<file path="config.mk">
export PLATFORM = sky130hd
export DESIGN_NAME = multicycle_control_flat
export DESIGN_NICKNAME = d
export VERILOG_FILES = /design/src/rtl/multicycle_control_if.sv /design/src/rtl/multicycle_control.sv /design/src/flat_wrapper.sv
export SDC_FILE = /design/constraint.sdc
export NUM_CORES = 1
export LEC_CHECK = 0
export ABC_AREA = 1
export CAP_MARGIN = 20
export CORE_MARGIN = 1
export CORE_UTILIZATION = 50
export DETAILED_ROUTE_END_ITERATION = 8
export PLACE_DENSITY_LB_ADDON = 0.1
export SLEW_MARGIN = 20
export SYNTH_ARGS = -nofsm -noshare
export SYNTH_HDL_FRONTEND = slang
export SYNTH_SLANG_ARGS = --single-unit
</file>
<file path="constraint.sdc">
create_clock -name clk_i -period 3.38 [get_ports clk_i]
set_clock_uncertainty 0.15 [all_clocks]
set_input_delay 0.676 -clock clk_i [delete_from_list [all_inputs] [get_ports clk_i]]
set_output_delay 0.676 -clock clk_i [all_outputs]
set_load 0.01 [all_outputs]
</file>
<file path="src/rtl/multicycle_control_if.sv">
// Bundles the control FSM's datapath strobes and shared-memory handshake.
// The master modport is the controller; the slave modport is the datapath/memory side.
interface multicycle_control_if #(
    parameter int unsigned OP_W = 6
);
    logic [OP_W-1:0] Op_i;
    logic            Zero_i;
    logic            MemAck_i;
    logic            MemReq_o;
    logic            MemWrite_o;
    logic            IorD_o;
    logic            IRWrite_o;
    logic            PCWrite_o;
    logic [1:0]      PCSource_o;
    logic            ALUSrcA_o;
    logic [1:0]      ALUSrcB_o;
    logic [1:0]      ALUOp_o;
    logic            RegDst_o;
    logic            RegWrite_o;
    logic            MemToReg_o;
    logic            InstrDone_o;
    logic            Err_o;

    modport master (
        input  Op_i, Zero_i, MemAck_i,
        output MemReq_o, MemWrite_o, IorD_o, IRWrite_o, PCWrite_o, PCSource_o,
               ALUSrcA_o, ALUSrcB_o, ALUOp_o, RegDst_o, RegWrite_o, MemToReg_o,
               InstrDone_o, Err_o
    );

    modport slave (
        output Op_i, Zero_i, MemAck_i,
        input  MemReq_o, MemWrite_o, IorD_o, IRWrite_o, PCWrite_o, PCSource_o,
               ALUSrcA_o, ALUSrcB_o, ALUOp_o, RegDst_o, RegWrite_o, MemToReg_o,
               InstrDone_o, Err_o
    );
endinterface

</file>
<file path="src/rtl/multicycle_control.sv">
// Multi-cycle MIPS control FSM: sequences fetch/decode/execute/memory/writeback
// over one shared memory port, trapping on an illegal opcode or a memory timeout.
module multicycle_control #(
    parameter int unsigned OP_W        = 6,
    parameter int unsigned MEM_TIMEOUT = 15,
    parameter int unsigned HAS_JUMP    = 1
) (
    input logic                clk_i,
    input logic                rst_i,
    multicycle_control_if.master bus
);
    typedef enum logic [3:0] {
        StRst, StFetch, StDecode, StExecR, StWbR, StExecI, StWbI, StMemAddr,
        StMemRd, StMemWr, StWbMem, StBranch, StJump, StTrap
    } state_e;

    localparam logic [5:0] OpR    = 6'b000000;
    localparam logic [5:0] OpAddi = 6'b001000;
    localparam logic [5:0] OpLw   = 6'b100011;
    localparam logic [5:0] OpSw   = 6'b101011;
    localparam logic [5:0] OpBeq  = 6'b000100;
    localparam logic [5:0] OpJ    = 6'b000010;

    state_e     state_q, state_d;
    logic [7:0] wait_q, wait_d;
    logic       store_q, store_d;
    logic       timeout;

    always_ff @(posedge clk_i or posedge rst_i) begin
        if (rst_i) begin
            state_q <= StRst;
            wait_q  <= '0;
            store_q <= 1'b0;
        end else begin
            state_q <= state_d;
            wait_q  <= wait_d;
            store_q <= store_d;
        end
    end

    // Only meaningful in request states; ack in the limit cycle beats the trap.
    assign timeout = (wait_q == 8'(MEM_TIMEOUT)) && !bus.MemAck_i;

    always_comb begin
        state_d         = state_q;
        store_d         = store_q;
        wait_d          = '0;
        bus.MemReq_o    = 1'b0;
        bus.MemWrite_o  = 1'b0;
        bus.IorD_o      = 1'b0;
        bus.IRWrite_o   = 1'b0;
        bus.PCWrite_o   = 1'b0;
        bus.PCSource_o  = 2'b00;
        bus.ALUSrcA_o   = 1'b0;
        bus.ALUSrcB_o   = 2'b00;
        bus.ALUOp_o     = 2'b00;
        bus.RegDst_o    = 1'b0;
        bus.RegWrite_o  = 1'b0;
        bus.MemToReg_o  = 1'b0;
        bus.InstrDone_o = 1'b0;
        bus.Err_o       = 1'b0;

        unique case (state_q)
            StRst: state_d = StFetch;
            StFetch: begin
                bus.MemReq_o = 1'b1;
                if (bus.MemAck_i) begin
                    bus.IRWrite_o = 1'b1;
                    bus.PCWrite_o = 1'b1;
                    bus.ALUSrcB_o = 2'b01;
                    state_d       = StDecode;
                end else if (timeout) begin
                    state_d = StTrap;
                end else begin
                    wait_d = wait_q + 8'd1;
                end
            end
            StDecode: begin
                bus.ALUSrcB_o = 2'b11;
                state_d       = StTrap;
                if (bus.Op_i == OP_W'(OpR))    state_d = StExecR;
                if (bus.Op_i == OP_W'(OpAddi)) state_d = StExecI;
                if (bus.Op_i == OP_W'(OpLw) || bus.Op_i == OP_W'(OpSw)) state_d = StMemAddr;
                if (bus.Op_i == OP_W'(OpBeq))  state_d = StBranch;
                if (bus.Op_i == OP_W'(OpJ) && HAS_JUMP != 0) state_d = StJump;
                store_d = (bus.Op_i == OP_W'(OpSw));
            end
            StExecR: begin
                bus.ALUSrcA_o = 1'b1;
                bus.ALUOp_o   = 2'b10;
                state_d       = StWbR;
            end
            StWbR: begin
                bus.RegDst_o    = 1'b1;
                bus.RegWrite_o  = 1'b1;
                bus.InstrDone_o = 1'b1;
                state_d         = StFetch;
            end
            StExecI: begin
                bus.ALUSrcA_o = 1'b1;
                bus.ALUSrcB_o = 2'b10;
                state_d       = StWbI;
            end
            StWbI: begin
                bus.RegWrite_o  = 1'b1;
                bus.InstrDone_o = 1'b1;
                state_d         = StFetch;
            end
            StMemAddr: begin
                bus.ALUSrcA_o = 1'b1;
                bus.ALUSrcB_o = 2'b10;
                state_d       = store_q ? StMemWr : StMemRd;
            end
            StMemRd: begin
                bus.MemReq_o = 1'b1;
                bus.IorD_o   = 1'b1;
                if (bus.MemAck_i)  state_d = StWbMem;
                else if (timeout)  state_d = StTrap;
                else               wait_d  = wait_q + 8'd1;
            end
            StMemWr: begin
                bus.MemReq_o    = 1'b1;
                bus.MemWrite_o  = 1'b1;
                bus.IorD_o      = 1'b1;
                bus.InstrDone_o = bus.MemAck_i;
                if (bus.MemAck_i)  state_d = StFetch;
                else if (timeout)  state_d = StTrap;
                else               wait_d  = wait_q + 8'd1;
            end
            StWbMem: begin
                bus.RegWrite_o  = 1'b1;
                bus.MemToReg_o  = 1'b1;
                bus.InstrDone_o = 1'b1;
                state_d         = StFetch;
            end
            StBranch: begin
                bus.ALUSrcA_o   = 1'b1;
                bus.ALUOp_o     = 2'b01;
                bus.PCSource_o  = 2'b01;
                bus.PCWrite_o   = bus.Zero_i;
                bus.InstrDone_o = 1'b1;
                state_d         = StFetch;
            end
            StJump: begin
                bus.PCSource_o  = 2'b10;
                bus.PCWrite_o   = 1'b1;
                bus.InstrDone_o = 1'b1;
                state_d         = StFetch;
            end
            StTrap: bus.Err_o = 1'b1;
            default: state_d = StTrap;
        endcase
    end
endmodule

</file>
<file path="src/flat_wrapper.sv">
// flat-port wrapper written by rule: the top's interface ports become plain ports
module multicycle_control_flat 
#(
    parameter int unsigned OP_W        = 6,
    parameter int unsigned MEM_TIMEOUT = 15,
    parameter int unsigned HAS_JUMP    = 1
)
  (clk_i, rst_i, bus_Op_i, bus_Zero_i, bus_MemAck_i, bus_MemReq_o, bus_MemWrite_o, bus_IorD_o, bus_IRWrite_o, bus_PCWrite_o, bus_PCSource_o, bus_ALUSrcA_o, bus_ALUSrcB_o, bus_ALUOp_o, bus_RegDst_o, bus_RegWrite_o, bus_MemToReg_o, bus_InstrDone_o, bus_Err_o);
  multicycle_control_if #(.OP_W(OP_W)) bus_i ();
  input logic clk_i;
  input logic rst_i;
  input wire logic [$bits(bus_i.Op_i)-1:0] bus_Op_i;
  input wire logic [$bits(bus_i.Zero_i)-1:0] bus_Zero_i;
  input wire logic [$bits(bus_i.MemAck_i)-1:0] bus_MemAck_i;
  output wire logic [$bits(bus_i.MemReq_o)-1:0] bus_MemReq_o;
  output wire logic [$bits(bus_i.MemWrite_o)-1:0] bus_MemWrite_o;
  output wire logic [$bits(bus_i.IorD_o)-1:0] bus_IorD_o;
  output wire logic [$bits(bus_i.IRWrite_o)-1:0] bus_IRWrite_o;
  output wire logic [$bits(bus_i.PCWrite_o)-1:0] bus_PCWrite_o;
  output wire logic [$bits(bus_i.PCSource_o)-1:0] bus_PCSource_o;
  output wire logic [$bits(bus_i.ALUSrcA_o)-1:0] bus_ALUSrcA_o;
  output wire logic [$bits(bus_i.ALUSrcB_o)-1:0] bus_ALUSrcB_o;
  output wire logic [$bits(bus_i.ALUOp_o)-1:0] bus_ALUOp_o;
  output wire logic [$bits(bus_i.RegDst_o)-1:0] bus_RegDst_o;
  output wire logic [$bits(bus_i.RegWrite_o)-1:0] bus_RegWrite_o;
  output wire logic [$bits(bus_i.MemToReg_o)-1:0] bus_MemToReg_o;
  output wire logic [$bits(bus_i.InstrDone_o)-1:0] bus_InstrDone_o;
  output wire logic [$bits(bus_i.Err_o)-1:0] bus_Err_o;
  assign bus_i.Op_i = bus_Op_i;
  assign bus_i.Zero_i = bus_Zero_i;
  assign bus_i.MemAck_i = bus_MemAck_i;
  assign bus_MemReq_o = bus_i.MemReq_o;
  assign bus_MemWrite_o = bus_i.MemWrite_o;
  assign bus_IorD_o = bus_i.IorD_o;
  assign bus_IRWrite_o = bus_i.IRWrite_o;
  assign bus_PCWrite_o = bus_i.PCWrite_o;
  assign bus_PCSource_o = bus_i.PCSource_o;
  assign bus_ALUSrcA_o = bus_i.ALUSrcA_o;
  assign bus_ALUSrcB_o = bus_i.ALUSrcB_o;
  assign bus_ALUOp_o = bus_i.ALUOp_o;
  assign bus_RegDst_o = bus_i.RegDst_o;
  assign bus_RegWrite_o = bus_i.RegWrite_o;
  assign bus_MemToReg_o = bus_i.MemToReg_o;
  assign bus_InstrDone_o = bus_i.InstrDone_o;
  assign bus_Err_o = bus_i.Err_o;
  multicycle_control #(.OP_W(OP_W), .MEM_TIMEOUT(MEM_TIMEOUT), .HAS_JUMP(HAS_JUMP)) u_core (.clk_i(clk_i), .rst_i(rst_i), .bus(bus_i));
endmodule
</file>
### Word-level counts from Yosys, hierarchy flattened

Index checks and enable logic that the tools add are counted.

| storage, ports and cells | value |
|---|---|
| bits in registers | 13 |
| latch bits | 0 |
| RAM bits | 0 |
| memory bits (read-only) | 0 |
| input bits | 10 |
| output and inout port bits | 17 |
| memories | 0 |

| cells by class | value |
|---|---|
| add/subtract/negate cells | 1 |
| $mul | 0 |
| div/mod/pow operators | 0 |
| $lt $le $gt $ge | 0 |
| equality and inequality tests | 19 |
| shift operators | 0 |
| muxes and demuxes | 30 |
| bitwise operators | 0 |
| reduce and logical (&&, ||, !) cells | 12 |

Operator list:

| operator | number |
|---|---|
| $mux W4 | 9 |
| $pmux W4 S9 | 1 |
| $eq A4 B4 Y1 const B | 6 |
| $mux W8 | 3 |
| $eq A4 B3 Y1 const B | 4 |
| $eq A6 B6 Y1 const B | 2 |
| $mux W1 | 12 |
| $add A8 B1 Y8 const B | 1 |
| $eq A4 B2 Y1 const B | 2 |
| $eq A8 B4 Y1 const B | 1 |
| $pmux W2 S2 | 2 |
| $eq A6 B2 Y1 const B | 1 |
| $eq A6 B3 Y1 const B | 1 |
| $eq A6 B4 Y1 const B | 1 |
| $logic_not A6 Y1 | 1 |
| $pmux W2 S3 | 1 |
| $reduce_or A3 Y1 | 2 |
| $reduce_or A6 Y1 | 1 |
| $reduce_or A5 Y1 | 1 |
| $eq A4 B1 Y1 const B | 1 |
| $logic_not A4 Y1 | 1 |
| $reduce_or A2 Y1 | 2 |
| $reduce_or A4 Y1 | 1 |
| $pmux W1 S3 | 1 |
| other kinds (4) | 4 |

### Depth between registers and ports, before layout

Gate-level depths: netlist (run 1).

| logic depth | value |
|---|---|
| depth after elaboration | 7 |
| depth in mapped cells | 8 |
| depth with buffers taken out | 7 |

### Worst setup path before layout (run 1)

OpenSTA, ideal clock, no wires.

| path | value |
|---|---|
| path type | reg-to-output |
| start | reg u_core.state_q[1] |
| end | out bus_InstrDone_o |
| arrival | 1.095 ns |
| data required time | 2.554 ns |
| slack | 1.459 ns |
| stages on the path, launching flop included | 7 |
| buffers on the path | 1 |
| cell sequence | dfrtp_1 > buf_4 > inv_1 > nand2_1 > nor2_1 > nor2_1 > o211ai_1 |

| between the ends | value |
|---|---|
| longest elaborated chain between the ends | 3 |

Ends and longest elaborated chain:

| what | line | text |
|---|---|---|
| from (decl) | multicycle_control.sv:24 | `state_e state_q, state_d;` |
| from (signal assigned) | multicycle_control.sv:31 | `state_q <= StRst;` |
| from (signal assigned) | multicycle_control.sv:35 | `state_q <= state_d;` |
| $eq A4 B3 Y1 / $eq A4 B4 Y1 (equally long branches) | multicycle_control.sv:63 | `unique case (state_q)` |
| $reduce_or A5 Y1 (no line) | n/a |  |
| $pmux W1 S2 (*) | multicycle_control.sv:63 |  |
| to (decl) | flat_wrapper.sv:27 | `output wire logic [$bits(bus_i.InstrDone_o)-1:0] bus_InstrDone_o;` |

Mark *: on every way between the ends. The rest lies on a longest branch, timed or not.

### Worst setup path in the final report (run 1)

| path | value |
|---|---|
| start | in bus_MemAck_i |
| end | out bus_InstrDone_o |

| between the ends | value |
|---|---|
| longest elaborated chain between the ends | 1 |

Ends and longest elaborated chain:

| what | line | text |
|---|---|---|
| from (decl) | flat_wrapper.sv:14 | `input wire logic [$bits(bus_i.MemAck_i)-1:0] bus_MemAck_i;` |
| $pmux W1 S2 | multicycle_control.sv:63 |  |

No other way between the ends.

==> results of run 1 <==
-- worst reg2reg max path, delay by kind of cell, from the launching register on --
kind                       cells  cell delay [ps]
AOI/OAI and AO/OA              1              210
adders and majority gates      1              240
DFF                            1              400
and+or+nand+nor                3              410
-- state kept, by name (all words and copies together) (netlist names) --
register / count
u_core.wait_q: 8
u_core.state_q: 4
u_core.store_q: 1
-- placed cells by master (no fill, tap or decap), types with 2 or more instances in the layout --
| cell type | count |
|---|---|
| clkbuf_4 | 3 |
| nand3b_1 | 3 |
| dfrtp_1 | 13 |
| nor3_1 | 2 |
| o21ai_0 | 5 |
| inv_1 | 19 |
| nand2_1 | 34 |
| clkdlybuf4s50_1 | 26 |
| nand4_1 | 3 |
| inv_2 | 2 |
| nand3_1 | 13 |
| nor2_2 | 2 |
| xor2_1 | 4 |
| nor2_1 | 32 |
-- report_power, final --
| part | switching [mW] | internal (mW) | total, mW |
|---|---|---|---|
| clock network | 0.0521 | 0.0439 | 0.0960 |
| registers | 0 | 0.155 | 0.155 |
| logic | 0.00941 | 0.0109 | 0.0203 |
-- final cells by class --
| class | instances | area (um2) | area share |
|---|---|---|---|
| multi-input cells | 108 | 536 | 0.425 |
| flip-flops and latches | 13 | 325 | 0.258 |
| inverters | 21 | 78.8 | 0.0626 |
| clock buffers | 3 | 22.5 | 0.0179 |
| repair buffers | 26 | 260 | 0.207 |
| clock inverters | 1 | 5.00 | 0.00398 |
| well taps | 25 | 31.3 | 0.0249 |
-- per-stage QoR --
stage                util  cell area, um2  hold slack, ps  cells  power (mW)
floorplan               -             955             282    144       0.165
global placement    0.698            1230             299    193       0.178
detailed placement  0.698            1230             302    193       0.179
CTS                 0.713            1260             313    197       0.274
global route        0.713            1260             326    197       0.284
finish              0.713            1260             314    197       0.272
-- worst min-delay path by stage --
stage	from	slack, ps	cells after the start	end
after CTS	u_core.wait_q[0]	310	1	u_core.wait_q[0]
after detailed placement	u_core.wait_q[0]	300	1	u_core.wait_q[0]
after global routing	u_core.wait_q[0]	330	1	u_core.wait_q[0]
after floorplan	u_core.wait_q[0]	280	1	u_core.wait_q[0]
final	u_core.wait_q[0]	310	1	u_core.wait_q[0]
after global placement	u_core.wait_q[0]	300	1	u_core.wait_q[0]
-- cell families (layout without fill, tap and decap cells) --
group / count (synthesis) / count (layout) / share of synthesized area
AOI/OAI and AO/OA: 10 / 10 / 0.0747
buffers and inverters: 23 / 51 / 0.0983
xor gates and xnor gates: 4 / 4 / 0.0367
adders and majority gates: 1 / 1 / 0.0131
DFF: 13 / 13 / 0.341
and+or+nand+nor: 93 / 93 / 0.436
-- layer usage --
layer  global-route usage  up-vias
li1                     -      511
met1                0.303      436
met2                0.377       47
met3               0.0595        2
met4               0.0647        0
met5                    0        -
==> run metrics, run 1 <==
critical path class=input port to output pin; startpoint types=input port; critical path, cell by cell=clkdlybuf4s50_1, inv_1, o211ai_1, clkdlybuf4s50_1; initial drt markers=33; DR WL met2=992 um; r2r worst-path depth=5; CORE AREA=around 1800 um2; first-pass GRT wire length=3440 um; Yosys cell types=23; Setup-failing EPs final=0; Cells after Synth=144; pin count of the biggest net entering global routing=14; Top delay family on crit path=buffers and inverters; WP data arrival=about 2100 ps; status=finished clean; Pre-Repair DR Iteration Count=4; CTS tree=done; share of cells above drive strength 1=0.0698; fmax=338 MHz; number of vias per cell=5.06; Worst-Skew Late Latency=270 ps; Top Metal Used=met4; syn nets=155; PortBufs=26; Post-CTS Hold Fix Bufs=0; Final Cycle Share=0.877; Worst-Margin Slew=475 ps; CP peak stage delay=~560 ps; Setup crit end kind=output pin; top cells by count, synth=nand2_1, nor2_1, inv_1; Yosys Warn Count=0; Layout Nets=about 180; Num CTS Buffers=3; antenna violations before repair=0; hpwl dp=1760 um; Top Ports=27; # H-tree levels=1; Die Span Y=roughly 46 um; vias in the first global route=829; sequential element share of the synthesized area=0.341; Bufs on Longest Clock Path=2; r2r setup slk=~1900 ps; Post-Route WL=2180 um; setup TNS=0 ps; crit path from=bus_MemAck_i; critical path's slowest cell=clkdlybuf4s50_1; cts repair resizes=0; via count=about 1000; #FFs+latches synth=13; Power Dens Cells=between 200 and 250 nW/um2; diode count=0; Mean Syn Cell Area=6.63 um2; ys async rst share=1.00; count leader, synth=nand2_1; overflow left after global routing=0; cell mode on critical path=clkdlybuf4s50_1; Worst Hold Class=flop to flop; ys flop type=dfrtp_1; Die Width=45.7 um; wire per inst=11.0 um; clock-pin slew on the worst setup and hold paths=approximately 80 ps; largest cells by area after synthesis=dfrtp_1, nand2_1, nor2_1, inv_1, nand3_1; max cap viols=0; synthesis-to-finish area growth=31.8%; Crit Reg-Reg Endpoint=u_core.state_q[3]; wl on met1=995 um; Post-DRT Antenna Nets=0; setup ws final=417 ps; EDFF count, synth=0; area leader, netlist=dfrtp_1; Pleak=0.584 nW; Die ar.=about 2100 um2; row count=15; Synth Cell Area=around 950 um2; cell count along the critical path=4; worst vdd ir=around 190 uV; Initial Util=0.541; RSZ-0062 raised after global routing=false; pre-CTS WS=432 ps; DRC=0; Root Driver=clkbuf_4; Worst EP required=2550 ps; CP Max Fanout=7; RR Startpoint=u_core.wait_q[0]; Tmin final=2960 ps; share of the synthesized area in the top cell type=0.341; metal3 WL=171 um; Worst setup endpoint=bus_InstrDone_o; TritonCTS Sinks=13; count of pins over their slew limit=0; max_slew headroom=0.683; layout filler cell count=approximately 170; final RePlAce weighted congestion=between 0.9 and 1; Critical path buffers and inverters=3; Hold Vio Cnt, Final=0; postcts setup bufs=0; GRT Overall Usage=0.231
No activity file was read; power rests on OpenSTA's default activity.
==> inputs of run 2 (changes only) <==
clock period = 3.63 ns   (was 3.38 ns; I/O delays follow)
==> run metrics, run 2 (same netlist as run 1, synthesis figures left out) <==
via count=1009 (+1.3%); TritonCTS Sinks=13 (unchanged); wire per inst=11.1 um (+0.92%); Post-Route WL=2200 um (+0.92%); setup ws final=589 ps (+171 ps); Top Ports=27 (unchanged); postcts setup bufs=0 (unchanged); DRC=0 (unchanged); Pre-Repair DR Iteration Count=4 (unchanged); switch share=0.232 (+0.00599); Top delay family on crit path=buffers and inverters; count of pins over their slew limit=0 (unchanged); Post-DRT Antenna Nets=0 (unchanged); Logic pwr share=0.075 (about the same); Setup crit end kind=output pin; PortBufs=26 (unchanged); CP peak stage delay=560 ps (about the same); Worst EP required=2750 ps (+200 ps); Tmin final=3040 ps; Most flops, register=u_core.wait_q; layout filler cell count=168 (-0.59%); Worst-Margin Slew=468 ps (-6.53 ps); # H-tree levels=1 (unchanged); cell mode on critical path=clkdlybuf4s50_1; Die Span Y=45.7 um (unchanged); Hold Vio Cnt, Final=0 (unchanged); Bufs on Longest Clock Path=2 (unchanged); Switch Pwr=0.0593 mW (-3.6%); setup TNS=0 ps (unchanged); final RePlAce weighted congestion=0.953 (about the same); Pleak=0.584 nW (unchanged); most frequent cells in the layout=nand2_1, nor2_1, clkdlybuf4s50_1; Post-CTS Hold Fix Bufs=0 (unchanged); GRT Overall Usage=0.232 (+0.000637); critical path, cell by cell=clkdlybuf4s50_1, inv_1, o211ai_1, clkdlybuf4s50_1; antenna violations before repair=0 (unchanged); vias in the first global route=807 (-2.7%); cts repair resizes=0 (unchanged); Critical path buffers and inverters=3 (unchanged); Die ar.=2090 um2 (unchanged); Num CTS Buffers=3 (unchanged); Final Cycle Share=0.838; startpoint types=input port; Root Driver=clkbuf_4; initial drt markers=30 (-9.1%); pin count of the biggest net entering global routing=14 (unchanged); Die Width=45.7 um (unchanged); clock share of power=0.358 (+0.005); share of cells above drive strength 1=0.0698 (unchanged); sequential share of power=0.567 (-0.005); critical path's slowest cell=clkdlybuf4s50_1; P_int=0.196 mW (-6.8%); status=finished clean; fmax=329 MHz; Worst-Skew Late Latency=280 ps (about the same); Layout Nets=184 (unchanged); commonest non-fill, non-tap cell in the layout=nand2_1; Setup-failing EPs final=0 (unchanged); diode count=0 (unchanged); worst vdd ir=274 uV (+48%); max cap viols=0 (unchanged); row count=15 (unchanged); overflow left after global routing=0 (unchanged); hpwl dp=1750 um (-0.50%); critical path class=input port to output pin; CTS tree=done; pre-CTS WS=595 ps (+163 ps); max_slew headroom=0.688 (+0.00436); first-pass GRT wire length=3440 um (unchanged); number of flip-flops under the largest register name=8 (unchanged); RSZ-0062 raised after global routing=false; clock-pin slew on the worst setup and hold paths=80 ps (about the same); WP data arrival=2170 ps (+30 ps); number of vias per cell=5.12 (+1.3%); Initial Util=0.541 (unchanged); CORE AREA=1760 um2 (unchanged); synthesis-to-finish area growth=31.8% (unchanged); Worst Hold Class=flop to flop; biggest regs=u_core.wait_q (8), u_core.state_q (4), u_core.store_q (1); CP Max Fanout=7 (unchanged); Power Dens Cells=203 nW/um2 (-6.1%)
[run 2: cell counts in the layout (fill, tap and decap cells not counted)]
Identical to the previous run, type by type.
[run 2: metal layers]
metal  global-route usage  up-vias  share of wire
met5                    0        -              0
met4               0.0706        0          0.012
met1                0.310      450           0.46
li1                     -      512              -
met2                0.377       42           0.45
met3               0.0476        5          0.073
[run 2: path summary, 6_finish.rpt]
kind                       cells past startpoint                 to  slack [ps]              start
hold / removal                                 1   u_core.wait_q[0]         310   u_core.wait_q[0]
hold reg to reg                                1   u_core.wait_q[0]         310   u_core.wait_q[0]
min in group asynchronous                      2  u_core.state_q[2]         590              rst_i
setup / recovery                               4    bus_InstrDone_o         590       bus_MemAck_i
max in group asynchronous                      2   u_core.wait_q[7]        2410              rst_i
setup reg to reg                               7  u_core.state_q[0]        2110  u_core.state_q[1]
[run 2: cell type report]
| type | instances | area, um2 | share of cell area |
|---|---|---|---|
| multi-input combinational | 108 | 536 | 0.425 |
| tap | 25 | 31.3 | 0.0249 |
| inverter | 21 | 78.8 | 0.0626 |
| sequential | 13 | 325 | 0.258 |
| clock inverter | 1 | 5.00 | 0.00398 |
| clock buffer | 3 | 22.5 | 0.0179 |
| timing repair buffer | 26 | 260 | 0.207 |
[run 2: power by group through the flow]
stage                     logic (mW)  clock network, mW  registers (mW)
after global routing          0.0212             0.0975           0.145
after floorplan              0.00653                  0           0.148
after detailed placement      0.0194                  0           0.148
after CTS                     0.0195             0.0933           0.145
final                         0.0192             0.0912           0.145
after global placement        0.0186                  0           0.148
[run 2: stage by stage]
step | util | power, mW | hold slack [ps] | cells | cell area [um2]
finish | 0.713 | 0.255 | 309 | 197 | 1260
detailed placement | 0.698 | 0.167 | 302 | 193 | 1230
CTS | 0.713 | 0.257 | 313 | 197 | 1260
global route | 0.713 | 0.263 | 325 | 197 | 1260
floorplan | - | 0.154 | 282 | 144 | 955
global placement | 0.698 | 0.166 | 299 | 193 | 1230
==> inputs of run 3 (changes only) <==
CORE_UTILIZATION = 47   (was 50)
clock period = 2.83 ns   (was 3.63 ns; I/O delays follow)
==> run metrics, run 3 (same netlist as run 1, synthesis figures left out) <==
status=finished clean; diode count=0 (unchanged); antenna violations before repair=0 (unchanged); biggest regs=u_core.wait_q (8), u_core.state_q (4), u_core.store_q (1); number of flip-flops under the largest register name=8 (unchanged); RSZ-0062 raised after global routing=false; row count=15 (unchanged); Bufs on Longest Clock Path=2 (unchanged); Final Cycle Share=0.936; Most flops, register=u_core.wait_q; Die ar.=2220 um2 (+6.1%); WP data arrival=1930 ps (-240 ps); Setup crit end kind=output pin; Worst-Margin Slew=516 ps (+48.1 ps); Initial Util=0.524 (-0.0167); Root Driver=clkbuf_4; final RePlAce weighted congestion=0.900 (-5.6%); final cell count without fillers=198 (+0.51%); CORE AREA=1820 um2 (+3.2%); hpwl dp=1840 um (+5.0%); cell mode on critical path=clkdlybuf4s50_1; DRC=0 (unchanged); overflow left after global routing=0 (unchanged); max cap viols=0 (unchanged); worst vdd ir=301 uV (+10%); Worst Hold Class=flop to flop; Hold Vio Cnt, Final=0 (unchanged); critical path's slowest cell=clkdlybuf4s50_1; CTS tree=done; startpoint types=input port; max_slew headroom=0.656 (-0.0321); vias in the first global route=842 (+4.3%); CP peak stage delay=540 ps (-20 ps); Die Width=47.1 um (+3.0%); Pre-Repair DR Iteration Count=4 (unchanged); clock-pin slew on the worst setup and hold paths=80 ps (about the same); Setup-failing EPs final=0 (unchanged); commonest non-fill, non-tap cell in the layout=nand2_1; Num CTS Buffers=3 (unchanged); Worst EP required=2110 ps (-640 ps); number of vias per cell=5.05 (-1.5%); via count=999 (-0.99%); Finished Cell Area=1270 um2 (+0.70%); pin count of the biggest net entering global routing=14 (unchanged); Worst-Skew Late Latency=290 ps (about the same); Post-Route WL=2300 um (+4.6%); critical path, cell by cell=clkdlybuf4s50_1, nand3_1, nand3b_1, clkdlybuf4s50_1; Post-CTS Hold Fix Bufs=0 (unchanged); TritonCTS Sinks=13 (unchanged); Top Ports=27 (unchanged); layout filler cell count=170 (+1.2%); most frequent cells in the layout=nand2_1, nor2_1, clkdlybuf4s50_1; # H-tree levels=1 (unchanged); PortBufs=26 (unchanged); placed cells=194 (+0.52%); Pleak=0.587 nW (+0.54%); Die Span Y=47.1 um (+3.0%); fmax=377 MHz; critical path class=input port to output pin; Tmin final=2650 ps; GRT Overall Usage=0.248 (+0.0158); Post-DP Area=1240 um2 (+0.61%); setup TNS=0 ps (unchanged); share of cells above drive strength 1=0.0809 (+0.0112); Layout Nets=185 (+0.54%); CP Max Fanout=4 (-3); initial drt markers=28 (-6.7%); synthesis-to-finish area growth=32.8%; Post-DRT Antenna Nets=0 (unchanged); count of pins over their slew limit=0 (unchanged); wire per inst=11.6 um (+4.0%); first-pass GRT wire length=3760 um (+9.2%); Power Dens Cells=262 nW/um2 (+29%)
==> run 3: cell types whose count changed in the layout (fill, tap and decap cells not counted) <==
| cell | previous run | this run |
|---|---|---|
| buf_4 | 0 | 1 |
| dfrtp_1 | 13 | 12 |
| dfrtp_2 | 0 | 1 |
==> run 3: per-layer routing <==
metal  GRT usage  wire, um  up-vias
met5           0         0        -
met4      0.0743        39        0
met3      0.0692       151        6
met2       0.372      1030       44
met1       0.349      1070      434
li1            -         -      515
==> run 3: critical path, delay by kind of cell <==
kind          cells  cell delay, ps
simple gates      2             290
buf+inv           2            1070
==> run 3: final timing paths <==
check | from | slack [ps] | depth (start not counted) | to
worst max-delay path | bus_MemAck_i | 180 | 4 | bus_PCWrite_o
worst min-delay path | u_core.wait_q[0] | 310 | 1 | u_core.wait_q[0]
worst max register to register | u_core.wait_q[0] | 1350 | 4 | u_core.wait_q[4]
worst min register to register | u_core.wait_q[0] | 310 | 1 | u_core.wait_q[0]
max in group asynchronous | rst_i | 1710 | 2 | u_core.state_q[1]
min in group asynchronous | rst_i | 450 | 2 | u_core.wait_q[4]
==> run 3: layout make-up <==
cell class | count | area [um2] | area share
repair buffers | 27 | 268 | 0.211
flip-flops and latches | 13 | 327 | 0.258
well taps | 25 | 31.3 | 0.0247
clock inverters | 1 | 5.00 | 0.00395
inverters | 21 | 78.8 | 0.0622
multi-input cells | 108 | 536 | 0.423
clock buffers | 3 | 22.5 | 0.0178
==> run 3: report_power, final <==
| part | total (mW) | switching [mW] | leakage [nW] | internal (mW) |
|---|---|---|---|---|
| Combinational | 0.0261 | 0.0122 | 0.410 | 0.0140 |
| Sequential | 0.186 | 0 | 0.159 | 0.186 |
| Clock | 0.120 | 0.0672 | 0.0177 | 0.0526 |
==> run 3: metrics by stage <==
stage          total power, mW  hold WS, ps   util  worst slack (ps)
5_1_grt                  0.346          337  0.696              63.5
6_report                 0.331          315  0.696               181
3_5_place_dp             0.216          304  0.680               188
4_1_cts                  0.334          316  0.696              96.2
3_3_place_gp             0.215          301  0.680               206
2_1_floorplan            0.198          282      -              1020
==> run 3: what timing repair did <==
item                                    4_1_cts  5_1_grt
endpoints found under the setup margin        0        1
buffers inserted                              0        0
resized for setup                             0        1
